## src/rtl/clint_arb.sv

```systemverilog
// clint_arb: round-robin two-port arbiter and one-shot access sequencer for the CLINT MMIO port.
// Each grant runs IDLE -> ACCESS (single-cycle strobe) -> RESP (single-cycle rvalid).
`default_nettype none

module clint_arb #(
  parameter logic [63:0] ADDR_MTIME    = 64'h200_BFF8,
  parameter logic [63:0] ADDR_MTIMECMP = 64'h200_4000
) (
  input  logic        clk,
  input  logic        rst,
  input  logic        i_Req0_valid,
  input  logic        i_Req0_wen,
  input  logic [63:0] i_Req0_addr,
  input  logic [63:0] i_Req0_wr_data,
  output logic        o_Req0_ready,
  output logic        o_Req0_rvalid,
  output logic [63:0] o_Req0_rd_data,
  output logic        o_Req0_err,
  input  logic        i_Req1_valid,
  input  logic        i_Req1_wen,
  input  logic [63:0] i_Req1_addr,
  input  logic [63:0] i_Req1_wr_data,
  output logic        o_Req1_ready,
  output logic        o_Req1_rvalid,
  output logic [63:0] o_Req1_rd_data,
  output logic        o_Req1_err,
  output logic [63:0] o_Clint_addr,
  output logic [63:0] o_Clint_wr_data,
  output logic        o_Clint_wen,
  output logic        o_Clint_ren,
  input  logic [63:0] i_Clint_rd_data
);

  typedef enum logic [1:0] {
    IDLE   = 2'd0,
    ACCESS = 2'd1,
    RESP   = 2'd2
  } state_t;

  state_t      state, state_nxt;
  logic        last_grant;
  logic        lat_id;
  logic        lat_wen;
  logic [63:0] lat_addr;
  logic [63:0] lat_wr_data;
  logic        any_valid;
  logic        win_id;
  logic        take;
  logic        in_access;
  logic        addr_hit;
  logic [63:0] resp_data;

  // Port 1 wins only when alone or when port 0 held the previous grant.
  assign any_valid = i_Req0_valid | i_Req1_valid;
  assign win_id    = i_Req1_valid & (~i_Req0_valid | ~last_grant);
  assign take      = (state == IDLE) & any_valid;
  assign in_access = (state == ACCESS);
  assign addr_hit  = (lat_addr == ADDR_MTIME) | (lat_addr == ADDR_MTIMECMP);
  assign resp_data = lat_wen ? 64'd0 : i_Clint_rd_data;

  // Idle address/data are forced to zero so the CLINT read mux sees nothing.
  assign o_Clint_addr    = in_access ? lat_addr : 64'd0;
  assign o_Clint_wr_data = in_access ? lat_wr_data : 64'd0;
  assign o_Clint_wen     = in_access & addr_hit & lat_wen;
  assign o_Clint_ren     = in_access & addr_hit & ~lat_wen;

  always_comb begin
    state_nxt    = state;
    o_Req0_ready = 1'b0;
    o_Req1_ready = 1'b0;
    case (state)
      IDLE: begin
        if (any_valid && !rst) begin
          state_nxt    = ACCESS;
          o_Req0_ready = ~win_id;
          o_Req1_ready = win_id;
        end
      end
      ACCESS:  state_nxt = RESP;
      RESP:    state_nxt = IDLE;
      default: state_nxt = IDLE;
    endcase
  end

  always_ff @(posedge clk or posedge rst) begin
    if (rst) begin
      state <= IDLE;
    end else begin
      state <= state_nxt;
    end
  end

  always_ff @(posedge clk or posedge rst) begin
    if (rst) begin
      last_grant     <= 1'b1;
      lat_id         <= 1'b0;
      lat_wen        <= 1'b0;
      lat_addr       <= 64'd0;
      lat_wr_data    <= 64'd0;
      o_Req0_rvalid  <= 1'b0;
      o_Req1_rvalid  <= 1'b0;
      o_Req0_rd_data <= 64'd0;
      o_Req1_rd_data <= 64'd0;
      o_Req0_err     <= 1'b0;
      o_Req1_err     <= 1'b0;
    end else begin
      o_Req0_rvalid <= 1'b0;
      o_Req1_rvalid <= 1'b0;
      if (take) begin
        last_grant  <= win_id;
        lat_id      <= win_id;
        lat_wen     <= win_id ? i_Req1_wen : i_Req0_wen;
        lat_addr    <= win_id ? i_Req1_addr : i_Req0_addr;
        lat_wr_data <= win_id ? i_Req1_wr_data : i_Req0_wr_data;
      end
      // Response registers load on the ACCESS->RESP edge; only the winner's copy moves.
      if (in_access) begin
        if (!lat_id) begin
          o_Req0_rvalid  <= 1'b1;
          o_Req0_rd_data <= resp_data;
          o_Req0_err     <= ~addr_hit;
        end else begin
          o_Req1_rvalid  <= 1'b1;
          o_Req1_rd_data <= resp_data;
          o_Req1_err     <= ~addr_hit;
        end
      end
    end
  end

endmodule

`default_nettype wire

```

## config.mk

```make
export PLATFORM = sky130hd
export DESIGN_NAME = clint_arb
export DESIGN_NICKNAME = d
export VERILOG_FILES = /design/src/rtl/clint_arb.sv
export SDC_FILE = /design/constraint.sdc
export NUM_CORES = 1
export LEC_CHECK = 0
export ABC_AREA = 1
export CAP_MARGIN = 20
export CORE_AREA = 3 3 229 231
export CTS_BUF_LIST = sky130_fd_sc_hd__clkbuf_16
export CTS_CLUSTER_SIZE = 40
export DETAILED_ROUTE_END_ITERATION = 6
export DIE_AREA = 0 0 232 234
export GPL_ROUTABILITY_DRIVEN = 0
export GPL_TIMING_DRIVEN = 0
export HOLD_SLACK_MARGIN = 0.03
export PLACE_DENSITY = 0.64
export SLEW_MARGIN = 15
export SYNTH_ARGS = -nofsm -noshare
export SYNTH_HDL_FRONTEND = slang
export SYNTH_SLANG_ARGS = --single-unit
```

## constraint.sdc

```tcl
create_clock -name clk -period 10.3 [get_ports clk]
set_input_delay 1.545 -clock clk [delete_from_list [all_inputs] [get_ports clk]]
set_output_delay 1.545 -clock clk [all_outputs]
set_load 0.01 [all_outputs]
```

Word level (Yosys, flattened, before mapping). Index checks and enable logic that the tools add are counted.

Word-level logic and storage cells: 51. Output and inout port bits: 264. Flip-flop bits (word level): 265.

Equal/unequal tests: 4. Bitwise logic cells: 14. Reduce and logical (&&, ||, !) cells: 5. Multiplexer cells: 16.

Operator list (count): 64-bit 2-to-1 mux (5); 64-bit by 26-bit == test with 1-bit output, second input constant (2); 1-bit 2-to-1 mux (9); 1-bit NOT (6); 1-bit AND (5); 2-bit one-hot mux with 2 select lines (1); 2-bit AND reduction (2); 1-bit bitwise OR (3); 2-bit by 1-bit == test with 1-bit output, second input constant (1); 2-bit logical NOT (1); 2-bit 2-to-1 mux (1); 2-bit by 1-bit != test with 1-bit output, second input constant (1); 1-bit logical AND (1); 1-bit logical NOT (1).

Logic depth before layout (Yosys ltp). Gate-level depths: netlist of run 1.

Word-level depth: 6. Mapped depth: 9. Depth with buffers taken out: 9.

Worst setup path before layout of run 1. Ideal clock, no wire load.

Path kind: input to output. Start: in rst. End: out o_Req0_ready. Data arrival time: 8.419 ns. Stages: 3. Path buffers: 0. Setup slack: 0.336 ns. Path through: inv_1 > o21ai_0 > nor3_1.

Cells in the longest elaborated chain, start to end: 4.

RTL lines: start: declaration (RTL line 10) `input logic rst,`; 1-bit logical NOT (no line); 1-bit logical AND (RTL line 73) `if (any_valid && !rst) begin`; 1-bit 2-to-1 mux (RTL line 73); 1-bit 2-to-1 mux (RTL line 71) `case (state)`; end: declaration (RTL line 15) `output logic o_Req0_ready,`.

No other way between the ends.

Worst setup path in the final report of run 1. Same ends and word-level chain as after synthesis.

==> results of run 1 <==
==> layout by cell type (no fill, tap or decap), drive strengths merged <==
cell | Yosys | layout
dfstp | 1 | 1
inv | 205 | 210
or2 | 1 | 1
diode | 0 | 1
nand4 | 2 | 2
bufinv | 0 | 5
clkinvlp | 0 | 1
o22ai | 129 | 129
clkdlybuf4s50 | 0 | 589
nand3 | 5 | 5
buf | 65 | 67
dfrtp | 264 | 264
clkbuf | 40 | 71
clkinv | 0 | 14
nor3 | 2 | 2
nand2 | 420 | 420
nor2 | 366 | 366
o21ai | 132 | 132
==> worst reg2reg max path, delay by kind of cell, from the launching register on <==
kind,cells,cell delay (ns)
and+or+nand+nor,2,0.15
DFF,1,0.37
buffers and inverters,3,1.19
AOI/OAI and AO/OA,2,0.36
==> worst max path at each step <==
stage / slack, ns / cells past startpoint / from / endpoint
finish: 4.77 / 6 / rst / o_Req0_ready
global route: 4.51 / 6 / rst / o_Req0_ready
CTS: 4.64 / 6 / rst / o_Req0_ready
detailed placement: 4.65 / 6 / rst / o_Req0_ready
global placement: -3.43 / 5 / rst / o_Req0_ready
floorplan: 0.34 / 3 / rst / o_Req0_ready
==> area by class of cell <==
class,count,area [um^2]
Fill cell,5072,30020
Sequential cell,265,6633
Timing Repair Buffer,591,5951
Multi-Input combinational cell,1057,4489
Tap cell,672,840.8
Inverter,205,777.0
Clock buffer,31,775.7
Buffer,105,544.3
Clock inverter,25,244.0
Antenna cell,1,2.502
==> report_power, final <==
group / internal [uW] / switching, uW / leakage, uW
registers: 1410 / 199 / 0.00328
clock network: 666 / 459 / 0.000513
logic: 838 / 865 / 0.00571
total: 2910 / 1520 / 0.00950
==> cells by family after synthesis <==
kind of cell | after synthesis | synth area share
flops | 265 | 0.5334
compound gates | 261 | 0.1180
simple gates | 796 | 0.2430
buf+inv | 310 | 0.1056
==> sequential cells by signal (all words and copies together) (netlist names) <==
| register | flops |
|---|---|
| lat_addr | 64 |
| o_Req0_rvalid | 1 |
| o_Req1_err | 1 |
| lat_wr_data | 64 |
| lat_wen | 1 |
| lat_id | 1 |
| o_Req1_rd_data | 64 |
| o_Req0_err | 1 |
| o_Req0_rd_data | 64 |
| o_Req1_rvalid | 1 |
| last_grant | 1 |
| state | 2 |
==> metrics by stage <==
| step | instances | setup TNS (ns) |
|---|---|---|
| 2_1_floorplan | 1632 | 0 |
| 3_3_place_gp | 2893 | -591.99 |
| 3_5_place_dp | 2895 | 0 |
| 4_1_cts | 2951 | 0 |
| 5_1_grt | 2951 | 0 |
| 6_report | 2952 | 0 |
==> cells in the mapped netlist (all sizes together) <==
master / n / area (um^2)
nand3: 5 / 25.02
clkbuf: 40 / 150.1
dfstp: 1 / 26.28
nor2: 366 / 1389
buf: 65 / 394.1
nor3: 2 / 10.01
nand2: 420 / 1577
nand4: 2 / 12.51
or2: 1 / 8.760
o21ai: 132 / 660.6
dfrtp: 264 / 6606
o22ai: 129 / 807.0
inv: 205 / 769.5
==> routing by layer <==
| metal | global-route usage | part of all wire |
|---|---|---|
| met3 | 0.06050 | 0.093 |
| met1 | 0.2297 | 0.38 |
| met5 | 0 | 0.0019 |
| met4 | 0.07649 | 0.039 |
| met2 | 0.3536 | 0.49 |
==> results_dict.tcl, run 1 <==
set metrics [dict create \
    status "finished clean" \
    worst_pin_slew_ns 1.044 \
    grt_start_max_net_pins 98 \
    hold_slack_ns 0.4620 \
    holdPathStages 1 \
    min_to "state[1]" \
    startpoint_type "primary input" \
    finalClockSkew_ns 0.01663 \
    drt_pass1_iterations 5 \
    die_x_um 232 \
    start_util 0.2474 \
    r2r_start "last_grant" \
    post-route-period-util 0.5365 \
    finish.utilization 0.4029 \
    drv_slew 0 \
    power_density_nw_per_um2 219.1 \
    critPathArrivalTime_ns 3.98 \
    htreeDepth 1 \
    antenna_found_initial 9 \
    numCtsBuffers 30 \
    crit_path_top_delay_cell "clkdlybuf4s50_1" \
    cts_buffer_depth 3 \
    grt.total_usage 0.2009 \
    post-dp-hpwl_mm 45.92 \
    cp_max_fo 91 \
    cts_resized 0 \
    synth_fp_nets 1958 \
    ys_seq_area_frac 0.5334 \
    setup_violations 0 \
    grt_pass1_wl_mm 82.76 \
    worstSkewPairLatency_ns 0.58 \
    clk_pin_slew_ns 0.07 \
    fp.dieH_um 234 \
    grt_overflow 0 \
    cp_common_cell "clkdlybuf4s50_1" \
    cts_num_sinks 265 \
    nNetsFinal 2581 \
    min_path_type "reg2reg" \
    syn_area_um2 12440 \
    worst_slack_ns 4.774 \
    fmax_ghz 0.1810 \
    cp_cell_sequence "clkdlybuf4s50_1 -> inv_8 -> buf_16 -> o21ai_0 -> nor3_1 -> clkdlybuf4s50_1" \
    slew_headroom 0.3043 \
    area_growth_pct 62.89 \
    holdBufCountCts 0 \
    ir_drop_mv 0.1272 \
    rr_endpoint "lat_addr[45]" \
    wl_per_cell_um 19.37 \
    p_leak_uw 0.009497 \
    ioPinCount 590 \
    cts_setup_buffers 0 \
    num_rows 82 \
    cts_tree "yes" \
    dpl-instance-area_um2 19230 \
    synthCells 1632 \
    drcViolationCount 0 \
    ant_nets 0 \
    io_buffer_count 589 \
    vias_per_cell 4.523 \
    end_kind "output pin" \
    ys_types 20 \
    power_uw 4437 \
    first_global_vias 13480 \
    maxCapViolCount 0 \
    cts_root_buf "clkbuf_16" \
    avgSynthCellArea_um2 7.620 \
    vias 13350 \
    r2r_setup_slack_ns 8.16 \
    fin_crit_ns 5.526 \
    path_delay_family "buffers and inverters" \
    drt_iter0_drc 786 \
    wl_mm 57.19 \
    final_area_um2 20260 \
    dp_worst_setup_slack_ns 4.653 \
    drive_gt1_frac 0.05046 \
    cpPeakStageDelay_ns 0.60 \
    cp_data_required_time_ns 8.76 \
    hold_viol 0 \
    dieArea_um2 54290 \
    rr_worst_depth 7 \
    worstSetupPathType "in2out" \
    core_area_um2 50270 \
    rsz0062_at_grt "no" \
    ys_ff_latch 265 \
    cp_num_buf_inv 4 \
    synth_warnings 0 \
    worstHoldStart "state[1]" \
]
Note: power is estimated with default switching activity, not from simulation.
==> run 2: changes to the inputs <==
clock period = 5.7 ns   (was 10.3 ns; I/O delays follow)
==> results_dict.tcl, run 2 (same netlist as run 1, synthesis figures left out) <==
set metrics [dict create \
    status "finished clean" \
    swShare 0.3470 \
    cp_common_cell "clkbuf_1" \
    wl_mm 57.94 \
    clk_pin_slew_ns 0.06 \
    fp.dieH_um 234 \
    ioPinCount 590 \
    drt_iter0_drc 714 \
    worstHoldStart "o_Req1_rd_data[53]" \
    cp_cell_sequence "inv_1 -> nor2_2 -> inv_2 -> clkbuf_1 -> clkbuf_1 -> nor2_1 -> clkdlybuf4s50_1" \
    post-dp-hpwl_mm 47.23 \
    core_area_um2 50270 \
    cp_data_required_time_ns 4.85 \
    ant_nets 0 \
    antenna_cells 0 \
    cts_tree "yes" \
    wl_per_cell_um 19.59 \
    rr_worst_depth 7 \
    holdBufCountCts 0 \
    post-route-period-util 0.7339 \
    grt_start_max_net_pins 36 \
    cts_buffer_depth 3 \
    holdPathStages 2 \
    worstSetupPathType "reg2out" \
    antenna_found_initial 7 \
    drive_gt1_frac 0.05164 \
    min_path_type "reg2reg" \
    cts_resized 0 \
    htreeDepth 1 \
    drcViolationCount 0 \
    maxCapViolCount 0 \
    vias_per_cell 4.494 \
    cts_num_sinks 265 \
    num_rows 82 \
    nNetsFinal 2587 \
    path_delay_family "buffers and inverters" \
    rsz0062_at_grt "no" \
    finalClockSkew_ns 0.01424 \
    rr_endpoint "lat_addr[44]" \
    seqPwrFrac 0.371 \
    p_int_uw 5136 \
    final_common_cell "clkdlybuf4s50_1" \
    mostFrequentLayoutCells "clkdlybuf4s50_1 (589), nand2_1 (420), nor2_1 (362)" \
    die_x_um 232 \
    power_frac_comb 0.392 \
    fmax_ghz 0.2390 \
    startpoint_type "flip-flop" \
    power_uw 7865 \
    power_density_nw_per_um2 387.9 \
    grt_pass1_wl_mm 82.95 \
    r2r_start "last_grant" \
    cts_root_buf "clkbuf_16" \
    r2r_setup_slack_ns 3.60 \
    worst_pin_slew_ns 1.046 \
    drv_slew 0 \
    critPathArrivalTime_ns 3.33 \
    nFillCells 5090 \
    area_growth_pct 63.05 \
    first_global_vias 13420 \
    dieArea_um2 54290 \
    cp_num_buf_inv 5 \
    power.switching_uw 2729 \
    cpPeakStageDelay_ns 0.69 \
    drt_pass1_iterations 5 \
    cp_max_fo 10 \
    start_util 0.2474 \
    io_buffer_count 589 \
    slew_headroom 0.3026 \
    cts_setup_buffers 0 \
    hold_viol 0 \
    end_kind "output pin" \
    grt_overflow 0 \
    vias 13290 \
    fin_crit_ns 4.183 \
    p_leak_uw 0.009533 \
    setup_violations 0 \
    hold_slack_ns 0.4668 \
    crit_path_top_delay_cell "clkbuf_1" \
    min_to "o_Req1_rd_data[53]" \
    numCtsBuffers 30 \
    grt.total_usage 0.2025 \
    pwr-share-clk 0.237 \
    ir_drop_mv 0.1979 \
    worstSkewPairLatency_ns 0.56 \
]
[run 2: changes by cell type in the layout (fill, tap and decap cells not counted), sizes merged]
cell	delta
buf	+6
diode	-1
clkinvlp	+1
bufinv	-3
inv	+7
clkinv	-5
[run 2: how the worst max path moves through the flow]
stage / cells after the start / slack, ns / endpoint / start
detailed placement: 5 / 1.92 / o_Req0_ready / rst
global route: 7 / 1.33 / o_Clint_addr[45] / state[0]
finish: 7 / 1.52 / o_Clint_addr[45] / state[0]
floorplan: 3 / -0.42 / o_Req0_ready / rst
CTS: 7 / 1.34 / o_Clint_addr[45] / state[0]
global placement: 5 / -3.31 / o_Req0_ready / rst
[run 2: per-stage QoR]
stage	setup WS (ns)	instance area, um^2	utilization	TNS (ns)	instances
4_1_cts	1.337	20280	0.4033	0	2957
3_5_place_dp	1.923	19340	0.3846	0	2901
3_3_place_gp	-3.307	19180	0.3814	-197.60	2893
5_1_grt	1.330	20280	0.4033	0	2957
6_report	1.517	20280	0.4033	0	2957
2_1_floorplan	-0.4206	12440	-	-0.4206	1632
[run 2: routing by layer]
| metal | vias to the layer above | GRT usage | share of wire | wire, um |
|---|---|---|---|---|
| met2 | 600 | 0.3753 | 0.51 | 29420 |
| met1 | 6255 | 0.2259 | 0.37 | 21560 |
| met5 | - | 0 | 0.0011 | 63 |
| met3 | 108 | 0.05503 | 0.087 | 5039 |
| met4 | 12 | 0.06119 | 0.032 | 1855 |
| li1 | 6315 | - | - | - |
[run 2: power groups by stage]
stage / Combinational [uW] / Clock [uW] / Sequential (uW)
floorplan: 1110 / 0 / 3070
global placement: 3060 / 0 / 2930
detailed placement: 3100 / 0 / 2950
CTS: 3110 / 1920 / 2920
global route: 3360 / 1990 / 2990
finish: 3080 / 1860 / 2920
[run 2: cell type report]
class / count / area (um^2) / share of cell area
inverters: 205 / 773.2 / 0.03813
clock inverters: 25 / 165.2 / 0.008145
clock buffers: 31 / 775.7 / 0.03826
flip-flops and latches: 265 / 6633 / 0.3271
multi-input cells: 1057 / 4489 / 0.2214
well taps: 672 / 840.8 / 0.04147
repair buffers: 597 / 6056 / 0.2987
plain buffers: 105 / 544.3 / 0.02684
[run 2: worst min-delay path, delay by kind of cell (launching register included)]
| kind | cells | cell delay [ns] |
|---|---|---|
| AND/OR/NAND/NOR | 2 | 0.10 |
| flip-flops | 1 | 0.34 |
